## src/rtl/mips_ctrl_pkg.sv

```systemverilog
// Shared encodings for the multicycle MIPS-style controller: opcodes, FSM state
// codes, datapath select encodings and the one-hot opcode class record.
package mips_ctrl_pkg;

   localparam logic [5:0] OP_R      = 6'b000000;
   localparam logic [5:0] OP_LW     = 6'b100011;
   localparam logic [5:0] OP_SW     = 6'b101011;
   localparam logic [5:0] OP_BEQ    = 6'b000100;
   localparam logic [5:0] OP_ORI    = 6'b001101;
   localparam logic [5:0] OP_BALN   = 6'b011011;
   localparam logic [5:0] OP_JPC    = 6'b011110;
   localparam logic [5:0] OP_BLTZAL = 6'b100010;

   typedef enum logic [3:0] {
      S_FETCH  = 4'd0,
      S_DECODE = 4'd1,
      S_MEMADR = 4'd2,
      S_MEMRD  = 4'd3,
      S_MEMWB  = 4'd4,
      S_MEMWR  = 4'd5,
      S_REXEC  = 4'd6,
      S_RWB    = 4'd7,
      S_BRANCH = 4'd8,
      S_JPC    = 4'd9,
      S_ORIEX  = 4'd10,
      S_ORIWB  = 4'd11
   } state_t;

   typedef enum logic [1:0] {
      ALU_ADD   = 2'd0,
      ALU_SUB   = 2'd1,
      ALU_FUNCT = 2'd2,
      ALU_OR    = 2'd3
   } aluop_t;

   typedef enum logic [1:0] {
      SRCB_REG   = 2'd0,
      SRCB_FOUR  = 2'd1,
      SRCB_IMM   = 2'd2,
      SRCB_SHIMM = 2'd3
   } srcb_t;

   typedef enum logic [1:0] {
      PC_ALU    = 2'd0,
      PC_ALUOUT = 2'd1,
      PC_JUMP   = 2'd2
   } pcsrc_t;

   typedef struct packed {
      logic r;
      logic lw;
      logic sw;
      logic beq;
      logic ori;
      logic baln;
      logic jpc;
      logic bltzal;
   } opclass_t;

endpackage

```

## src/rtl/multicycle_control_if.sv

```systemverilog
// Controller <-> datapath bundle: instruction/flag inputs and all control strobes.
interface multicycle_control_if #(
   parameter int unsigned OPW = 6
);
   logic [OPW-1:0] opcode;
   logic           zero;
   logic           neg;
   logic           status_n;
   logic           mem_ready;

   logic           pcwrite;
   logic           iord;
   logic           memread;
   logic           memwrite;
   logic           irwrite;
   logic           memtoreg;
   logic           regdest;
   logic           regwrite;
   logic           alusrca;
   logic [1:0]     alusrcb;
   logic [1:0]     aluop;
   logic [1:0]     pcsource;
   logic           link;
   logic [4:0]     wreg;
   logic [3:0]     state;
   logic           instr_done;
   logic           memerr;
   logic           illegal;

   modport master (
      input  opcode, zero, neg, status_n, mem_ready,
      output pcwrite, iord, memread, memwrite, irwrite, memtoreg, regdest,
             regwrite, alusrca, alusrcb, aluop, pcsource, link, wreg, state,
             instr_done, memerr, illegal
   );

   modport slave (
      output opcode, zero, neg, status_n, mem_ready,
      input  pcwrite, iord, memread, memwrite, irwrite, memtoreg, regdest,
             regwrite, alusrca, alusrcb, aluop, pcsource, link, wreg, state,
             instr_done, memerr, illegal
   );
endinterface

```

## src/rtl/opcode_decode.sv

```systemverilog
// Combinational opcode classifier: one-hot instruction class plus illegal flag.
module opcode_decode
   import mips_ctrl_pkg::*;
(
   input  logic [5:0] i_opcode,
   output opclass_t   o_class,
   output logic       o_illegal
);

   always_comb begin
      o_class = '0;
      case (i_opcode)
         OP_R:      o_class.r      = 1'b1;
         OP_LW:     o_class.lw     = 1'b1;
         OP_SW:     o_class.sw     = 1'b1;
         OP_BEQ:    o_class.beq    = 1'b1;
         OP_ORI:    o_class.ori    = 1'b1;
         OP_BALN:   o_class.baln   = 1'b1;
         OP_JPC:    o_class.jpc    = 1'b1;
         OP_BLTZAL: o_class.bltzal = 1'b1;
         default:   ;
      endcase
      o_illegal = (o_class == '0);
   end

endmodule

```

## src/rtl/multicycle_control.sv

```systemverilog
// Multicycle controller FSM with memory-wait timeout, branch-and-link support
// and one-cycle retire/error pulses.
module multicycle_control
   import mips_ctrl_pkg::*;
#(
   parameter int unsigned LINKREG = 31,
   parameter int unsigned MEMTO   = 15,
   parameter int unsigned OPW     = 6
)(
   input  logic                 clk,
   input  logic                 reset,
   multicycle_control_if.master bus
);

   localparam logic [7:0] CNT_LAST = 8'(MEMTO - 1);

   state_t     r_state;
   state_t     w_next;
   logic [5:0] r_op;
   logic [7:0] r_cnt;

   logic [5:0] w_op;
   opclass_t   w_lc;
   opclass_t   w_rc;
   logic       w_lc_ill;
   logic       w_rc_ill;
   logic       w_wait_st;
   logic       w_timeout;
   logic       w_taken;
   logic       w_unused;

   assign w_op = bus.opcode[OPW-1:OPW-6];

   opcode_decode u_dec_live (.i_opcode(w_op), .o_class(w_lc), .o_illegal(w_lc_ill));
   opcode_decode u_dec_reg  (.i_opcode(r_op), .o_class(w_rc), .o_illegal(w_rc_ill));

   assign w_unused = ^{w_rc.r, w_rc.ori, w_rc.jpc, w_rc_ill};

   // Timeout fires on the MEMTO-th consecutive low cycle; a ready on that cycle wins.
   assign w_wait_st = (r_state == S_FETCH) || (r_state == S_MEMRD) || (r_state == S_MEMWR);
   assign w_timeout = w_wait_st && !bus.mem_ready && (r_cnt == CNT_LAST);
   assign w_taken   = (w_rc.beq & bus.zero) | (w_rc.baln & bus.status_n) |
                      (w_rc.bltzal & bus.neg);

   always_ff @(posedge clk) begin
      if (reset) begin
         r_state <= S_FETCH;
         r_cnt   <= '0;
         r_op    <= '0;
      end else begin
         r_state <= w_next;
         if (r_state == S_DECODE)
            r_op <= w_op;
         if ((w_next != r_state) || w_timeout)
            r_cnt <= '0;
         else if (!bus.mem_ready)
            r_cnt <= r_cnt + 8'd1;
      end
   end

   always_comb begin
      w_next         = r_state;
      bus.pcwrite    = 1'b0;
      bus.iord       = 1'b0;
      bus.memread    = 1'b0;
      bus.memwrite   = 1'b0;
      bus.irwrite    = 1'b0;
      bus.memtoreg   = 1'b0;
      bus.regdest    = 1'b0;
      bus.regwrite   = 1'b0;
      bus.alusrca    = 1'b0;
      bus.alusrcb    = SRCB_REG;
      bus.aluop      = ALU_ADD;
      bus.pcsource   = PC_ALU;
      bus.link       = 1'b0;
      bus.wreg       = '0;
      bus.state      = r_state;
      bus.instr_done = 1'b0;
      bus.memerr     = 1'b0;
      bus.illegal    = 1'b0;

      if (!reset) begin
         case (r_state)
            S_FETCH: begin
               bus.memread = 1'b1;
               bus.alusrcb = SRCB_FOUR;
               if (bus.mem_ready) begin
                  bus.irwrite = 1'b1;
                  bus.pcwrite = 1'b1;
                  w_next      = S_DECODE;
               end else if (w_timeout) begin
                  bus.memerr = 1'b1;
                  w_next     = S_FETCH;
               end
            end
            S_DECODE: begin
               bus.alusrcb = SRCB_SHIMM;
               if (w_lc.lw || w_lc.sw)                     w_next = S_MEMADR;
               else if (w_lc.r)                            w_next = S_REXEC;
               else if (w_lc.ori)                          w_next = S_ORIEX;
               else if (w_lc.beq || w_lc.baln || w_lc.bltzal) w_next = S_BRANCH;
               else if (w_lc.jpc)                          w_next = S_JPC;
               else begin
                  bus.illegal = w_lc_ill;
                  w_next      = S_FETCH;
               end
            end
            S_MEMADR: begin
               bus.alusrca = 1'b1;
               bus.alusrcb = SRCB_IMM;
               w_next      = w_rc.lw ? S_MEMRD : (w_rc.sw ? S_MEMWR : S_FETCH);
            end
            S_MEMRD: begin
               bus.memread = 1'b1;
               bus.iord    = 1'b1;
               if (bus.mem_ready) w_next = S_MEMWB;
               else if (w_timeout) begin
                  bus.memerr = 1'b1;
                  w_next     = S_FETCH;
               end
            end
            S_MEMWR: begin
               bus.memwrite = 1'b1;
               bus.iord     = 1'b1;
               if (bus.mem_ready) begin
                  bus.instr_done = 1'b1;
                  w_next         = S_FETCH;
               end else if (w_timeout) begin
                  bus.memerr = 1'b1;
                  w_next     = S_FETCH;
               end
            end
            S_MEMWB: begin
               bus.regwrite   = 1'b1;
               bus.memtoreg   = 1'b1;
               bus.instr_done = 1'b1;
               w_next         = S_FETCH;
            end
            S_REXEC: begin
               bus.alusrca = 1'b1;
               bus.aluop   = ALU_FUNCT;
               w_next      = S_RWB;
            end
            S_RWB: begin
               bus.regwrite   = 1'b1;
               bus.regdest    = 1'b1;
               bus.instr_done = 1'b1;
               w_next         = S_FETCH;
            end
            S_ORIEX: begin
               bus.alusrca = 1'b1;
               bus.alusrcb = SRCB_IMM;
               bus.aluop   = ALU_OR;
               w_next      = S_ORIWB;
            end
            S_ORIWB: begin
               bus.regwrite   = 1'b1;
               bus.instr_done = 1'b1;
               w_next         = S_FETCH;
            end
            S_BRANCH: begin
               bus.alusrca    = 1'b1;
               bus.aluop      = ALU_SUB;
               bus.pcsource   = PC_ALUOUT;
               bus.instr_done = 1'b1;
               bus.pcwrite    = w_taken;
               if (w_taken && (w_rc.baln || w_rc.bltzal)) begin
                  bus.regwrite = 1'b1;
                  bus.link     = 1'b1;
                  bus.wreg     = 5'(LINKREG);
               end
               w_next = S_FETCH;
            end
            S_JPC: begin
               bus.pcwrite    = 1'b1;
               bus.pcsource   = PC_JUMP;
               bus.regwrite   = 1'b1;
               bus.link       = 1'b1;
               bus.regdest    = 1'b1;
               bus.instr_done = 1'b1;
               w_next         = S_FETCH;
            end
            default: w_next = S_FETCH;
         endcase
      end
   end

endmodule

```

## src/flat_wrapper.sv

```systemverilog
// flat-port wrapper written by rule: the top's interface ports become plain ports
module multicycle_control_flat import mips_ctrl_pkg::*;
#(
   parameter int unsigned LINKREG = 31,
   parameter int unsigned MEMTO   = 15,
   parameter int unsigned OPW     = 6
)
  (clk, reset, bus_opcode, bus_zero, bus_neg, bus_status_n, bus_mem_ready, bus_pcwrite, bus_iord, bus_memread, bus_memwrite, bus_irwrite, bus_memtoreg, bus_regdest, bus_regwrite, bus_alusrca, bus_alusrcb, bus_aluop, bus_pcsource, bus_link, bus_wreg, bus_state, bus_instr_done, bus_memerr, bus_illegal);
  multicycle_control_if #(.OPW(OPW)) bus_i ();
  input  logic clk;
  input  logic reset;
  input wire logic [$bits(bus_i.opcode)-1:0] bus_opcode;
  input wire logic [$bits(bus_i.zero)-1:0] bus_zero;
  input wire logic [$bits(bus_i.neg)-1:0] bus_neg;
  input wire logic [$bits(bus_i.status_n)-1:0] bus_status_n;
  input wire logic [$bits(bus_i.mem_ready)-1:0] bus_mem_ready;
  output wire logic [$bits(bus_i.pcwrite)-1:0] bus_pcwrite;
  output wire logic [$bits(bus_i.iord)-1:0] bus_iord;
  output wire logic [$bits(bus_i.memread)-1:0] bus_memread;
  output wire logic [$bits(bus_i.memwrite)-1:0] bus_memwrite;
  output wire logic [$bits(bus_i.irwrite)-1:0] bus_irwrite;
  output wire logic [$bits(bus_i.memtoreg)-1:0] bus_memtoreg;
  output wire logic [$bits(bus_i.regdest)-1:0] bus_regdest;
  output wire logic [$bits(bus_i.regwrite)-1:0] bus_regwrite;
  output wire logic [$bits(bus_i.alusrca)-1:0] bus_alusrca;
  output wire logic [$bits(bus_i.alusrcb)-1:0] bus_alusrcb;
  output wire logic [$bits(bus_i.aluop)-1:0] bus_aluop;
  output wire logic [$bits(bus_i.pcsource)-1:0] bus_pcsource;
  output wire logic [$bits(bus_i.link)-1:0] bus_link;
  output wire logic [$bits(bus_i.wreg)-1:0] bus_wreg;
  output wire logic [$bits(bus_i.state)-1:0] bus_state;
  output wire logic [$bits(bus_i.instr_done)-1:0] bus_instr_done;
  output wire logic [$bits(bus_i.memerr)-1:0] bus_memerr;
  output wire logic [$bits(bus_i.illegal)-1:0] bus_illegal;
  assign bus_i.opcode = bus_opcode;
  assign bus_i.zero = bus_zero;
  assign bus_i.neg = bus_neg;
  assign bus_i.status_n = bus_status_n;
  assign bus_i.mem_ready = bus_mem_ready;
  assign bus_pcwrite = bus_i.pcwrite;
  assign bus_iord = bus_i.iord;
  assign bus_memread = bus_i.memread;
  assign bus_memwrite = bus_i.memwrite;
  assign bus_irwrite = bus_i.irwrite;
  assign bus_memtoreg = bus_i.memtoreg;
  assign bus_regdest = bus_i.regdest;
  assign bus_regwrite = bus_i.regwrite;
  assign bus_alusrca = bus_i.alusrca;
  assign bus_alusrcb = bus_i.alusrcb;
  assign bus_aluop = bus_i.aluop;
  assign bus_pcsource = bus_i.pcsource;
  assign bus_link = bus_i.link;
  assign bus_wreg = bus_i.wreg;
  assign bus_state = bus_i.state;
  assign bus_instr_done = bus_i.instr_done;
  assign bus_memerr = bus_i.memerr;
  assign bus_illegal = bus_i.illegal;
  multicycle_control #(.LINKREG(LINKREG), .MEMTO(MEMTO), .OPW(OPW)) u_core (.clk(clk), .reset(reset), .bus(bus_i));
endmodule
```

## config.mk

```make
export PLATFORM = sky130hd
export DESIGN_NAME = multicycle_control_flat
export DESIGN_NICKNAME = d
export VERILOG_FILES = /design/src/rtl/mips_ctrl_pkg.sv /design/src/rtl/multicycle_control_if.sv /design/src/rtl/opcode_decode.sv /design/src/rtl/multicycle_control.sv /design/src/flat_wrapper.sv
export SDC_FILE = /design/constraint.sdc
export NUM_CORES = 1
export LEC_CHECK = 0
export ABC_CLOCK_PERIOD_IN_PS = 2700
export CAP_MARGIN = 0
export CORE_UTILIZATION = 50
export DETAILED_ROUTE_END_ITERATION = 6
export PLACE_DENSITY = 0.8
export SYNTH_ARGS = -nofsm -noshare
export SYNTH_HDL_FRONTEND = slang
export SYNTH_SLANG_ARGS = --single-unit
```

## constraint.sdc

```tcl
create_clock -name clk -period 2.7 [get_ports clk]
set_input_delay 0.54 -clock clk [delete_from_list [all_inputs] [get_ports clk]]
set_output_delay 0.54 -clock clk [all_outputs]
set_load 0.02 [all_outputs]
```

# Word-level counts from Yosys, hierarchy flattened
# Cells that the tools add are included.
# Widths: inputs -> output; s select.
dict set report totals {
  register_bits 18
}
dict set report op_classes {
  addsub 1
  eq_ne 25
  mux 70
  bitwise_logic 5
  reduce_logical 23
}
# cell count
set op_table {}
lappend op_table {{$mux 1} 44}
lappend op_table {{$mux 4} 11}
lappend op_table {{$eq 6x6->1 const B} 6}
lappend op_table {{$pmux 4 s7} 1}
lappend op_table {{$eq 6x5->1 const B} 3}
lappend op_table {{$eq 4x3->1 const B} 4}
lappend op_table {{$eq 4x4->1 const B} 4}
lappend op_table {{$mux 5} 3}
lappend op_table {{$eq 6x3->1 const B} 2}
lappend op_table {{$pmux 2 s3} 2}
lappend op_table {{$reduce_or 2->1} 5}
lappend op_table {{$add 8x1->8 const B} 1}
lappend op_table {{$eq 4x2->1 const B} 2}
lappend op_table {{$eq 8x4->1 const B} 1}
lappend op_table {{$logic_not 8->1} 1}
lappend op_table {{$reduce_or 4->1} 2}
lappend op_table {{$logic_or 1x1->1} 7}
lappend op_table {{$eq 6x4->1 const B} 1}
lappend op_table {{$logic_not 6->1} 1}
lappend op_table {{$mux 2} 3}
lappend op_table {{$pmux 1 s2} 3}
lappend op_table {{$reduce_or 5->1} 1}
lappend op_table {{$eq 4x1->1 const B} 1}
lappend op_table {{$logic_not 4->1} 1}
lappend op_table {{other kinds (9)} 14}

# Depth between registers and ports, before layout
dict set report depth {
  word_depth 13
  mapped_depth 8
}

# Cells and area by module
# Synthesis repeated with hierarchy kept, for this count alone.
dict set report hier_totals {
  hier_cells 233
  hier_area_um2 1694.1
}
# module n_inst cells_each area_each_um2 seq_area_each_um2
set by_module_without_submodules {}
lappend by_module_without_submodules {multicycle_control 1 181 1371.3 360.3}
lappend by_module_without_submodules {opcode_decode 2 26 161.4 0.0}

# Worst setup path after synthesis
# OpenSTA, ideal clock, no wires.
dict set report synth_path {
  path_type {reg-to-output}
  startpoint {register u_core.r_state[2] (netlist: u_core.bus.state[2])}
  endpoint {output bus_wreg[1]}
  t_arrival_ps 2087
  slack_ps 73
  path_stages_with_launch 8
  path_buffers 3
  cell_sequence {dfxtp_1 > buf_2 > nand2b_1 > clkbuf_1 > a2111o_1 > or4b_4 > inv_1 > buf_4}
}
dict set report synth_via {
  elab_chain_cells 3
}
# element line_no
set synth_rtl {}
lappend synth_rtl {{from (decl)} multicycle_control.sv:17} ;# state_t r_state;
lappend synth_rtl {{from (signal assigned)} multicycle_control.sv:51} ;# r_state <= w_next;
lappend synth_rtl {{$eq 4x4->1} multicycle_control.sv:83} ;# case (r_state)
lappend synth_rtl {{$mux 5} multicycle_control.sv:83}
lappend synth_rtl {{$mux 5} multicycle_control.sv:82} ;# if (!reset) begin
lappend synth_rtl {{to (decl)} flat_wrapper.sv:30} ;# output wire logic [$bits(bus_i.wreg)-1:0] bus_wreg;
# No other way between the ends.

# Final worst setup path
dict set report layout_path {
  startpoint {register u_core.r_op[5]}
  endpoint {output bus_link}
}
dict set report layout_via {
  elab_chain_cells 9
  elab_cells_between_ends 16
  cone_classes {3 x eq/ne; 6 x mux; 5 x bitwise; 2 x reduce/logical}
}
# element line_no
set layout_rtl {}
lappend layout_rtl {{from (decl)} multicycle_control.sv:19} ;# logic [5:0] r_op;
lappend layout_rtl {{from (signal assigned)} multicycle_control.sv:53} ;# r_op <= w_op;
lappend layout_rtl {{$eq 6x3->1 or $eq 6x5->1 (tied branches)} opcode_decode.sv:12} ;# case (i_opcode)
lappend layout_rtl {{$mux 1} opcode_decode.sv:12}
lappend layout_rtl {{$and 1x1->1} multicycle_control.sv:42} ;# assign w_taken = (w_rc.beq & bus.zero) | (w_rc.baln & bus.status_n) |
lappend layout_rtl {{$or 1x1->1 (2 in series)} multicycle_control.sv:42}
lappend layout_rtl {{$logic_and 1x1->1 *} multicycle_control.sv:167} ;# if (w_taken && (w_rc.baln || w_rc.bltzal)) begin
lappend layout_rtl {{$mux 1 *} multicycle_control.sv:167}
lappend layout_rtl {{$pmux 1 s2 *} multicycle_control.sv:83}
lappend layout_rtl {{$mux 1 *} multicycle_control.sv:82}
lappend layout_rtl {{to (decl)} flat_wrapper.sv:29} ;# output wire logic [$bits(bus_i.link)-1:0] bus_link;
# Every way passes the cells marked *; elsewhere a longest branch is shown, timed or not.

==> results.sh <==
export IMPL_synth_top_area_frac=0.217
export IMPL_layout_setup_ws_ps=-136
export IMPL_clockBufferDepth=2
export IMPL_met3_length_um=232
export IMPL_cts_tree="done"
export IMPL_hold_path_startpoint="u_core.r_op[0]$_SDFFE_PP0P_"
export IMPL_syn_area_um2=1660
export IMPL_worstPathCellList="and4b_2 > nand3_1 > a2111o_1 > or4b_4 > o31ai_4 > buf_6"
export IMPL_period_share=1.05
export IMPL_slew_violations=0
export IMPL_finalNonFillerCells=316
export IMPL_seqCellArea_um2=368
export IMPL_grt_pass1_vias=1626
export IMPL_initial_utilization=0.535
export IMPL_io_pins=40
export IMPL_layout_min_cycle_time_ps=2840
export IMPL_h_tree_depth=1
export IMPL_antenna_left=0
export IMPL_wl_um=4430
export IMPL_worst_slew_pin_transition_ps=389
export IMPL_syn2layout_area_growth_pct=41.3
export IMPL_diodes=0
export IMPL_grt_total_usage=0.272
export IMPL_dp_cells=310
export IMPL_met2_length_um=2230
export IMPL_clkTransAtPathRegs_ps=90
export IMPL_dp_hpwl_um=3320
export IMPL_design_area_um2=2350
export IMPL_status="finished, violations left"
export IMPL_grt_max_degree=27
export IMPL_die_area_um2=3560
export IMPL_required_ps=2160
export IMPL_synth_flop_cell="dfxtp_1"
export IMPL_rows=20
export IMPL_critical_path_top_delay_family="simple AND/OR/NAND/NOR gates"
export IMPL_postLayoutCoreUtil=0.756
export IMPL_cp_max_fo=5
export IMPL_ys_warn_count=0
export IMPL_die_width_um=59.6
export IMPL_nets=287
export IMPL_synth_seq_cells=18
export IMPL_leakage_nw=0.989
export IMPL_irDropWorstVdd_v=0.000420
export IMPL_dr_pass1_iters=4
export IMPL_numClockSinks=18
export IMPL_gp_routability_congestion=0.828
export IMPL_slowest_delay_ps=610
export IMPL_place_area_um2=2260
export IMPL_antenna_found_initial=0
export IMPL_wl_met1_um=1890
export IMPL_drt_iter0_markers=187
export IMPL_setup_violations=7
export IMPL_cap_violations=0
export IMPL_drc=0
export IMPL_hold_viol=0
export IMPL_drive_above_1_share=0.294
export IMPL_netlist_top_cell_by_area="dfxtp_1"
export IMPL_p_per_area_nw_per_um2=276
export IMPL_grt_pass1_wl_um=7260
export IMPL_synth_edf_count=0
export IMPL_hold_path_class="reg2reg"
export IMPL_clk_latency_ps=300
export IMPL_synth_most_common_cell="nor2_1"
export IMPL_multiInputGateArea_um2=1180
export IMPL_worst_ep_arrival_time_ps=2300
export IMPL_path_class="reg2out"
export IMPL_via_per_inst=5.75
export IMPL_vias=1818
export IMPL_rr_startpoint="u_core.bus.state[1]$_SDFF_PP0_"
export IMPL_nFillCells=265
export IMPL_synth_area_leaders="dfxtp_1 22%, nor3_2 4.8%, nor2_1 4.5%"
export IMPL_rsz0062_at_grt="yes"
export IMPL_violations="negative setup slack"
export IMPL_async_flop_share=0
export IMPL_startpoint_type="flip-flop"
export IMPL_syn_inst=215
export IMPL_io_buffers=39
export IMPL_yosysSeqAreaShare=0.217
export IMPL_overflow=0
export IMPL_top_layer="met4"
export IMPL_syn_avg_cell_area_um2=7.73
export IMPL_critPathLaunch="u_core.r_op[5]$_SDFFE_PP0P_"
export IMPL_synth_nets=229
export IMPL_fin_skew_ps=9.72
export IMPL_relSlewSlack=0.739
export IMPL_cts_root_buf="clkbuf_4"
export IMPL_cp_end_kind="primary output"
export IMPL_cpMaxStageDelayCell="or4b_4"
export IMPL_fmax_mhz=353
export IMPL_ys_types=57
export IMPL_die_y_um=59.6
export IMPL_core_area_um2=3100
export IMPL_path_buf_inv=1
export IMPL_synth_commonest_cells="20 x nor2_1, 18 x dfxtp_1, 17 x nand2_1"
export IMPL_routedWlPerCell_um=14.0
export IMPL_timing_hold_ws_ps=553
export IMPL_numCtsBuffers=3
[cell usage in the layout, fill, tap and decap left out, types with 6 or more instances in the layout]
| master | count |
|---|---|
| buf_4 | 35 |
| nor2_1 | 20 |
| nand2_1 | 17 |
| clkdlybuf4s50_1 | 17 |
| dfxtp_1 | 14 |
| a21oi_1 | 11 |
| nor3_1 | 11 |
| nor3_2 | 10 |
| dlygate4sd2_1 | 8 |
| buf_6 | 8 |
| nand2b_1 | 7 |
| o21ai_0 | 7 |
| nor4_1 | 6 |
| nand3_1 | 6 |
| and3_1 | 6 |
| xor2_1 | 6 |
[layer usage]
| metal | global-route usage | up-vias |
|---|---|---|
| li1 | - | 906 |
| met1 | 0.331 | 848 |
| met2 | 0.481 | 56 |
| met3 | 0.0502 | 8 |
| met4 | 0.0831 | 0 |
| met5 | 0 | - |
[stage by stage]
step,setup WS [ps],power (mW),setup TNS [ps]
2_1_floorplan,72.6,0.398,0
6_report,-136,0.647,-900
5_1_grt,-225,0.683,-1520
4_1_cts,-127,0.652,-719
3_3_place_gp,-758,0.481,-6280
3_5_place_dp,-817,0.484,-6860
[cell type report]
type	count	share of cell area
Tap cell	44	0.0235
Inverter	4	0.00853
Multi-Input combinational cell	170	0.505
Sequential cell	18	0.157
Timing Repair Buffer	76	0.291
Clock buffer	4	0.0155
[flip-flops by register name, indices dropped and copies added, names as in the netlist]
register	count
u_core.r_op	6
u_core.r_cnt	8
u_core.bus.state	4
[worst min-delay path, delay by kind of cell (launching register included)]
kind / cells / cell delay, ps
simple gates: 1 / 50
mux: 1 / 120
flops: 1 / 360
[what timing repair did]
| item | 4_1_cts | 5_1_grt |
|---|---|---|
| resized for setup | 63 | 13 |
| hold buffers | 0 | 0 |
| setup endpoints to repair | 16 | 12 |
| setup buffers | 2 | 0 |
| pin swaps | 4 | 3 |
| hold endpoints to repair | 0 | 0 |
[power by group]
group          total [mW]  switching (mW)  internal [mW]
Sequential          0.284         0.00927          0.275
Combinational       0.196           0.101         0.0948
Clock               0.168          0.0854         0.0824
[logic make-up (layout without fill, tap and decap cells)]
kind of cell               count (synthesis)  count (layout)  share of synthesized area
buffers and inverters                     27              84                     0.0836
and+or+nand+nor                          105             105                      0.386
muxes                                      5               5                     0.0301
AOI/OAI and AO/OA                         50              50                      0.227
DFF                                       18              18                      0.217
xor gates and xnor gates                   8               8                     0.0422
adders and majority gates                  2               2                     0.0151
[path summary, 6_finish.rpt]
path	end	slack [ps]	cells past startpoint
min reg2reg	u_core.r_op[0]$_SDFFE_PP0P_	550	2
max reg2reg	u_core.r_cnt[5]$_SDFFE_PP0N_	570	8
max	bus_link	-140	6
min	u_core.r_op[0]$_SDFFE_PP0P_	550	2
No activity file was read; power rests on OpenSTA's default activity.
